`src/rtl/spi_arb_if.sv`:
```
// Client, arbiter and SPI-master signals of the shared SPI arbiter.
// slave is the arbiter side; master is the side that drives requests and the SPI master.
interface spi_arb_if;
    logic        req_inrt;
    logic [15:0] cmd_inrt;
    logic        done_inrt;
    logic [15:0] resp_inrt;
    logic        req_a2d;
    logic [15:0] cmd_a2d;
    logic        done_a2d;
    logic [15:0] resp_a2d;
    logic        err;
    logic        snd;
    logic [15:0] cmd;
    logic        spi_done;
    logic [15:0] spi_resp;
    logic        busy;
    logic        owner;

    modport slave (
        input  req_inrt, cmd_inrt, req_a2d, cmd_a2d, spi_done, spi_resp,
        output done_inrt, resp_inrt, done_a2d, resp_a2d, err, snd, cmd, busy, owner
    );
    modport master (
        output req_inrt, cmd_inrt, req_a2d, cmd_a2d, spi_done, spi_resp,
        input  done_inrt, resp_inrt, done_a2d, resp_a2d, err, snd, cmd, busy, owner
    );
endinterface

```
`src/rtl/spi_arb.sv`:
```
// Two-client (inertial / A2D) arbiter for one shared SPI master, with an
// A2D anti-starvation limit, a WAIT timeout and an enforced inter-transaction gap.
module spi_arb #(
    parameter int MAX_CONSEC = 4,
    parameter int TIMEOUT    = 1024,
    parameter int GAP        = 2
) (
    input  logic     clk,
    input  logic     rst_n,
    spi_arb_if.slave bus
);
    localparam int TW = $clog2(TIMEOUT + 1);
    localparam int GW = $clog2(GAP + 1);

    typedef enum logic [1:0] {S_IDLE, S_ISSUE, S_WAIT, S_GAP} state_t;

    state_t           state, nstate;
    logic [1:0]       pend, req, gvec, done;
    logic [1:0][15:0] hold, cin, resp;
    logic [2:0]       consec_cnt;
    logic [TW-1:0]    tmo_cnt;
    logic [GW-1:0]    gap_cnt;
    logic [15:0]      cmd_q;
    logic             owner_q, err_q, grant, gnt_a2d, wait_done, wait_tmo;

    // index 0 = inertial, 1 = A2D
    assign req = {bus.req_a2d, bus.req_inrt};
    assign cin = {bus.cmd_a2d, bus.cmd_inrt};

    assign gnt_a2d   = pend[1] & (~pend[0] | (consec_cnt == 3'(MAX_CONSEC)));
    assign grant     = (state == S_IDLE) & (|pend);
    assign gvec      = grant ? (gnt_a2d ? 2'b10 : 2'b01) : 2'b00;
    assign wait_done = (state == S_WAIT) & bus.spi_done;
    assign wait_tmo  = (state == S_WAIT) & ~bus.spi_done & (tmo_cnt == TW'(TIMEOUT - 1));

    always_comb begin
        nstate = state;
        case (state)
            S_IDLE:  if (grant) nstate = S_ISSUE;
            S_ISSUE: nstate = S_WAIT;
            S_WAIT:  if (wait_done || wait_tmo) nstate = S_GAP;
            S_GAP:   if (gap_cnt == GW'(GAP - 1)) nstate = S_IDLE;
            default: nstate = S_IDLE;
        endcase
    end

    always_ff @(posedge clk or negedge rst_n) begin
        if (!rst_n) state <= S_IDLE;
        else        state <= nstate;
    end

    // a request landing on the grant cycle re-arms pending with its new command
    always_ff @(posedge clk or negedge rst_n) begin
        if (!rst_n) begin
            pend <= '0;
            hold <= '0;
        end else begin
            for (int k = 0; k < 2; k++) begin
                if (gvec[k]) begin
                    pend[k] <= req[k];
                    if (req[k]) hold[k] <= cin[k];
                end else if (req[k] && !pend[k]) begin
                    pend[k] <= 1'b1;
                    hold[k] <= cin[k];
                end
            end
        end
    end

    always_ff @(posedge clk or negedge rst_n) begin
        if (!rst_n) begin
            consec_cnt <= '0;
            cmd_q      <= '0;
            owner_q    <= 1'b0;
        end else if (grant) begin
            cmd_q   <= gnt_a2d ? hold[1] : hold[0];
            owner_q <= gnt_a2d;
            if (gnt_a2d)
                consec_cnt <= '0;
            else if (pend[1] && consec_cnt != 3'(MAX_CONSEC))
                consec_cnt <= consec_cnt + 3'd1;
        end
    end

    always_ff @(posedge clk or negedge rst_n) begin
        if (!rst_n) begin
            tmo_cnt <= '0;
            gap_cnt <= '0;
        end else begin
            if (state == S_ISSUE)                    tmo_cnt <= '0;
            else if (state == S_WAIT && !bus.spi_done) tmo_cnt <= tmo_cnt + TW'(1);
            if (state == S_WAIT)     gap_cnt <= '0;
            else if (state == S_GAP) gap_cnt <= gap_cnt + GW'(1);
        end
    end

    // completion wins over a timeout landing on the same cycle
    always_ff @(posedge clk or negedge rst_n) begin
        if (!rst_n) begin
            resp  <= '0;
            done  <= '0;
            err_q <= 1'b0;
        end else begin
            done  <= '0;
            err_q <= wait_tmo;
            if (wait_done) begin
                resp[owner_q] <= bus.spi_resp;
                done[owner_q] <= 1'b1;
            end else if (wait_tmo) begin
                resp[owner_q] <= 16'hFFFF;
                done[owner_q] <= 1'b1;
            end
        end
    end

    assign bus.snd       = (state == S_ISSUE);
    assign bus.busy      = (state != S_IDLE);
    assign bus.cmd       = cmd_q;
    assign bus.owner     = owner_q;
    assign bus.err       = err_q;
    assign bus.done_inrt = done[0];
    assign bus.done_a2d  = done[1];
    assign bus.resp_inrt = resp[0];
    assign bus.resp_a2d  = resp[1];
endmodule
```
`src/flat_wrapper.sv`:
```
// flat-port wrapper written by rule: the top's interface ports become plain ports
module spi_arb_flat 
#(
    parameter int MAX_CONSEC = 4,
    parameter int TIMEOUT    = 1024,
    parameter int GAP        = 2
)
  (clk, rst_n, bus_req_inrt, bus_cmd_inrt, bus_req_a2d, bus_cmd_a2d, bus_spi_done, bus_spi_resp, bus_done_inrt, bus_resp_inrt, bus_done_a2d, bus_resp_a2d, bus_err, bus_snd, bus_cmd, bus_busy, bus_owner);
  spi_arb_if bus_i ();
  input  logic clk;
  input  logic rst_n;
  input wire logic [$bits(bus_i.req_inrt)-1:0] bus_req_inrt;
  input wire logic [$bits(bus_i.cmd_inrt)-1:0] bus_cmd_inrt;
  input wire logic [$bits(bus_i.req_a2d)-1:0] bus_req_a2d;
  input wire logic [$bits(bus_i.cmd_a2d)-1:0] bus_cmd_a2d;
  input wire logic [$bits(bus_i.spi_done)-1:0] bus_spi_done;
  input wire logic [$bits(bus_i.spi_resp)-1:0] bus_spi_resp;
  output wire logic [$bits(bus_i.done_inrt)-1:0] bus_done_inrt;
  output wire logic [$bits(bus_i.resp_inrt)-1:0] bus_resp_inrt;
  output wire logic [$bits(bus_i.done_a2d)-1:0] bus_done_a2d;
  output wire logic [$bits(bus_i.resp_a2d)-1:0] bus_resp_a2d;
  output wire logic [$bits(bus_i.err)-1:0] bus_err;
  output wire logic [$bits(bus_i.snd)-1:0] bus_snd;
  output wire logic [$bits(bus_i.cmd)-1:0] bus_cmd;
  output wire logic [$bits(bus_i.busy)-1:0] bus_busy;
  output wire logic [$bits(bus_i.owner)-1:0] bus_owner;
  assign bus_i.req_inrt = bus_req_inrt;
  assign bus_i.cmd_inrt = bus_cmd_inrt;
  assign bus_i.req_a2d = bus_req_a2d;
  assign bus_i.cmd_a2d = bus_cmd_a2d;
  assign bus_i.spi_done = bus_spi_done;
  assign bus_i.spi_resp = bus_spi_resp;
  assign bus_done_inrt = bus_i.done_inrt;
  assign bus_resp_inrt = bus_i.resp_inrt;
  assign bus_done_a2d = bus_i.done_a2d;
  assign bus_resp_a2d = bus_i.resp_a2d;
  assign bus_err = bus_i.err;
  assign bus_snd = bus_i.snd;
  assign bus_cmd = bus_i.cmd;
  assign bus_busy = bus_i.busy;
  assign bus_owner = bus_i.owner;
  spi_arb #(.MAX_CONSEC(MAX_CONSEC), .TIMEOUT(TIMEOUT), .GAP(GAP)) u_core (.clk(clk), .rst_n(rst_n), .bus(bus_i));
endmodule
```
`config.mk`:
```
export PLATFORM = sky130hd
export DESIGN_NAME = spi_arb_flat
export DESIGN_NICKNAME = d
export VERILOG_FILES = /design/src/rtl/spi_arb_if.sv /design/src/rtl/spi_arb.sv /design/src/flat_wrapper.sv
export SDC_FILE = /design/constraint.sdc
export NUM_CORES = 1
export LEC_CHECK = 0
export CAP_MARGIN = 20
export CORE_AREA = 5 5 99 101
export CTS_CLUSTER_DIAMETER = 60
export DETAILED_ROUTE_END_ITERATION = 6
export DIE_AREA = 0 0 104 106
export GPL_TIMING_DRIVEN = 0
export PLACE_DENSITY_LB_ADDON = 0.05
export SLEW_MARGIN = 15
export SYNTH_ARGS = -nofsm -noshare
export SYNTH_HDL_FRONTEND = slang
export SYNTH_SLANG_ARGS = --single-unit
```
`constraint.sdc`:
```
create_clock -name clk -period 2.2 [get_ports clk]
set_input_delay 0.44 -clock clk [delete_from_list [all_inputs] [get_ports clk]]
set_output_delay 0.44 -clock clk [all_outputs]
set_load 0.02 [all_outputs]
```
# Yosys cells after proc, flatten, opt, wreduce, memory -nomap -nowiden
# Cells that the tools add are included.
[word_totals] reg_bits=104 inputBits=53 wordCells=94
[classes] addsub=3 order_cmp=2 n_eq_ne=12 muxes=32 n_bitwise=9 reduce_logical=22
[ops] cell="$mux 16" n=8
[ops] cell="$mux 32" n=2
[ops] cell="$bwmux 32" n=1
[ops] cell="$or 32x32->32" n=1
[ops] cell="$mux 11" n=2
[ops] cell="$mux 2" n=9
[ops] cell="$demux 16 s1" n=1
[ops] cell="$reduce_bool 2->1" n=7
[ops] cell="$add 11x1->11 const B" n=1
[ops] cell="$eq 11x10->1 const B" n=1
[ops] cell="$pmux 2 s4" n=1
[ops] cell="$mux 3" n=2
[ops] cell="$ne 2x2->1 const B" n=3
[ops] cell="$reduce_and 2->1" n=3
[ops] cell="$and 1x1->1" n=5
[ops] cell="$logic_and 1x1->1" n=5
[ops] cell="$mux 1" n=5
[ops] cell="$eq 2x1->1 const B" n=2
[ops] cell="$eq 2x2->1 const B" n=2
[ops] cell="$ne 2x1->1 const B" n=2
[ops] cell="$add 3x1->3 const B" n=1
[ops] cell="$eq 3x3->1 const B" n=1
[ops] cell="$logic_not 1->1" n=3
[ops] cell="$ne 3x3->1 const B" n=1
[ops] cell="10 further kinds" n=11

# Logic depth before layout (Yosys ltp)
[depth] ltp_word=7 ltp_mapped=8 ltp_nobuf=6

# Worst setup path after synthesis
# No wires, ideal clock.
[synth_timing] path_type="register to register" startpoint="register u_core.state[0]" endpoint="register u_core.hold[16] (netlist bit)" setup_time_ns=0.125 t_arrival_ns=1.640 t_required_ns=2.075 path_slack_ns=0.435 path_stages_with_launch=8 period_less_slack_ns=1.765 cell_sequence="dfrtp_1 -> inv_1 -> ha_1 -> inv_1 -> o21ai_1 -> nand2_2 -> buf_4 -> mux2_2"
[synth_via] elab_chain_len=5 word_cells_on_any_way=7
[synth_rtl] item="from (decl)" line_no="spi_arb.sv:17" rtl="state_t state, nstate;"
[synth_rtl] item="from (signal assigned)" line_no="spi_arb.sv:49" rtl="else state <= nstate;"
[synth_rtl] item="$logic_not 2->1 *" line_no="spi_arb.sv:31" rtl="assign grant = (state == S_IDLE) & (|pend);"
[synth_rtl] item="$and 1x1->1 *" line_no="spi_arb.sv:31"
[synth_rtl] item="$mux 2 *" line_no="spi_arb.sv:32" rtl="assign gvec = grant ? (gnt_a2d ? 2'b10 : 2'b01) : 2'b00;"
[synth_rtl] item="$ne 2x2->1 (no source line) / $reduce_bool 2->1 (equally long branches)"
[synth_rtl] item="$reduce_and 2->1 (no source line)"
[synth_rtl] item="to (signal, indexed assignment)" line_no="spi_arb.sv:61" rtl="if (req[k]) hold[k] <= cin[k];"
[synth_rtl] item="to (signal, indexed assignment)" line_no="spi_arb.sv:64" rtl="hold[k] <= cin[k];"
[synth_rtl] item="to (decl)" line_no="spi_arb.sv:19" rtl="logic [1:0][15:0] hold, cin, resp;"
# Every way passes the cells marked *; elsewhere a longest branch is shown, timed or not.
# A chain may end at the register's enable or synchronous reset.

# Worst setup path after layout
[layout_timing] startpoint="register u_core.state[0]" endpoint="output port bus_busy"
[layout_via] elab_chain_len=1
[layout_rtl] item="$reduce_bool 2->1" line_no="spi_arb.sv:117" rtl="assign bus.busy = (state != S_IDLE);"
[layout_rtl] item="to (decl)" line_no="flat_wrapper.sv:25" rtl="output wire logic [$bits(bus_i.busy)-1:0] bus_busy;"
# No other way between the ends.

==> metrics.yaml <==
status: "completed"
synth_cell_types: 41
ctsRootBufferMaster: "clkbuf_8"
worst-slew-pin-transition_ns: 0.688
fin_crit_sh_pct: 92.0
pwr_density_cell_nw_per_um2: 1420
drt_iter0_markers: 116
nets: 490
dieArea_um2: 11000
arrival_ns: 1.58
slew_violations: 0
path_clk_slew_ns: 0.10
syn_area_per_cell_um2: 13.5
cp_num_buf_inv: 3
antenna_found_initial: 0
syn_nets: 371
slew_headroom_pct: 53.8
drive_above_1_share_pct: 15.5
cts.sink_count: 104
rsz0062_at_grt: "no"
synth_most_common_cell: "dfrtp_1"
area_growth_pct: 33.8
synth_ff_type: "dfrtp_1"
wl_per_cell_um: 16.8
setup_viol: 0
critPathTopFamily: "buffers and inverters"
cts_tree: "yes"
synth_top_area_share_pct: 62.0
core_area_um2: 8930
drt_pre_antenna_iters: 4
clock_latency_ns: 0.37
max_stage_delay_ns: 0.41
grt_pass1_wl_mm: 15.5
io-pin-count: 107
synthCells: 310
num_antenna_cells: 0
worst_hold_slack_ns: 0.479
viasPerCell: 5.30
crit_fanout: 7
fmaxAchievable_mhz: 494
tns_ns: 0
grt_pass1_vias: 3091
overflow: 0
crit_top_cell: "inv_1"
yosysSeqAreaShare_pct: 62.0
cts_setup_buffers: 0
fin_skew_ns: 0.0118
rows: 35
post-route-min-period_ns: 2.02
clockBufferDepth: 2
numCtsBuffers: 9
synth_edf_count: 0
placed_area_um2: 5430
die_h_um: 106
vias: 2883
crit_type: "flip-flop to output port"
io_buffers: 106
cp.required_ns: 1.76
grt_max_degree: 59
initial_core_util_pct: 47.0
hold_path.class: "flip-flop to flip-flop"
drcViolationCount: 0
yosys-top-cells-area: "dfrtp_1 62%, mux2_2 8.6%, o22a_1 6.7%"
h-tree-depth: 3
gp_congestion: 0.740
synth_common_cells: "104 x dfrtp_1, 32 x mux2_2, 32 x o22a_1, 24 x inv_1, 16 x a222oi_1"
worstPathCellList: "inv_1, ha_1, inv_1, dlygate4sd2_1"
yosysWarnings: 0
peakVddDrop_mv: 0.628
p_leak_uw: 0.00245
ys_ff_latch: 104
hpwl_mm: 6.46
async_reset_ff_share_pct: 100
slowest_stage: "dfrtp_1"
syn_area_um2: 4200
grt_usage_pct: 17.2
routed_wl_mm: 9.12
maxCapViolations: 0
ant_nets: 0
setup.worst_path.end_class: "output port"
design_area_um2: 5620
startpoint_type: "flip-flop"
hold_violations: 0
die_w_um: 104
yosysTopAreaCell: "dfrtp_1"
-- layout by cell type, fill, tap and decap left out, types with 2 or more instances in the layout --
cell type	Yosys	final
clkinvlp_4	0	2
inv_8	0	2
inv_1	24	24
xor2_1	5	5
o22a_1	32	32
o21ai_0	5	5
buf_4	4	4
and3_1	2	2
mux2i_1	2	2
nand2b_1	3	3
a222oi_1	16	16
clkbuf_1	4	4
buf_2	4	4
dfrtp_1	104	104
xnor2_1	5	5
clkinv_4	0	2
clkbuf_8	0	9
nand3_1	7	7
a21oi_1	2	2
nand2_1	8	8
buf_6	1	2
nand4_1	2	2
mux2_2	32	32
nor3_1	3	3
nor2b_1	3	3
clkdlybuf4s50_1	0	103
and2_1	2	2
ha_1	8	8
o21ai_1	2	2
nor2_1	14	14
-- flip-flops by register name, indices dropped and copies added, names as in the netlist --
register              flops
u_core.done               2
u_core.pend               2
u_core.bus.resp_inrt     16
u_core.bus.err            1
u_core.bus.resp_a2d      16
u_core.bus.cmd           16
u_core.bus.owner          1
u_core.hold              32
u_core.tmo_cnt           11
u_core.consec_cnt         3
u_core.gap_cnt            2
u_core.state              2
-- final cells by class --
| cell class | instances | area (µm²) |
|---|---|---|
| Sequential cell | 104 | 2600 |
| Multi-Input combinational cell | 169 | 1430 |
| Timing Repair Buffer | 108 | 1100 |
| Buffer | 13 | 76.3 |
| Clock inverter | 6 | 55.1 |
| Clock buffer | 9 | 124 |
| Fill cell | 751 | 3320 |
| Tap cell | 111 | 139 |
| Inverter | 24 | 90.1 |
-- cell families (layout without fill, tap and decap cells) --
family / after synthesis / in the layout / share of synthesized area, %
flip-flops: 104 / 104 / 62.0
multiplexers: 35 / 35 / 9.42
buffers and inverters: 37 / 160 / 3.96
AND/OR/NAND/NOR: 54 / 54 / 7.21
AO/OA/AOI/OAI: 62 / 62 / 12.9
XOR/XNOR: 10 / 10 / 2.09
adder cells (fa/ha/maj): 8 / 8 / 2.38
-- final timing paths --
kind | to | startpoint | cells past startpoint | slack (ns)
worst min-delay path | u_core.bus.err | u_core.tmo_cnt[10] | 1 | 0.48
worst max register to register | u_core.bus.cmd[5] | u_core.state[0] | 7 | 0.22
worst max-delay path | bus_busy | u_core.state[0] | 4 | 0.18
worst min register to register | u_core.bus.err | u_core.tmo_cnt[10] | 1 | 0.48
min in group asynchronous | u_core.tmo_cnt[7] | rst_n | 2 | 0.57
max in group asynchronous | u_core.bus.cmd[9] | rst_n | 3 | 1.00
-- metal layers --
layer	wire length (µm)	track usage (%)	vias to the layer above	share of wire [%]
met5	0	0	-	0
li1	-	-	1361	-
met2	4380	27.9	85	48
met1	4000	21.8	1428	44
met3	620	4.92	9	6.8
met4	112	6.85	0	1.2
-- power breakdown --
part | total [µW] | internal (µW) | switching [µW]
Clock | 1100 | 425 | 677
Combinational | 3630 | 1910 | 1720
Sequential | 3220 | 2750 | 470
-- what timing repair did --
action,4_1_cts,5_1_grt
hold endpoints to repair,1,0
gates resized for setup,1,1
hold buffers,1,0
setup endpoints to repair,1,1
-- stage by stage --
stage	instances	setup slack, ns	power, µW	util (%)
detailed placement	528	0.0394	6950	60.7
global route	544	0.0245	8500	62.9
global placement	527	-3.20	6840	60.4
CTS	544	0.0361	8060	62.8
floorplan	310	0.435	5410	-
finish	544	0.176	7960	62.9
Note: power is estimated with default switching activity, not from simulation.
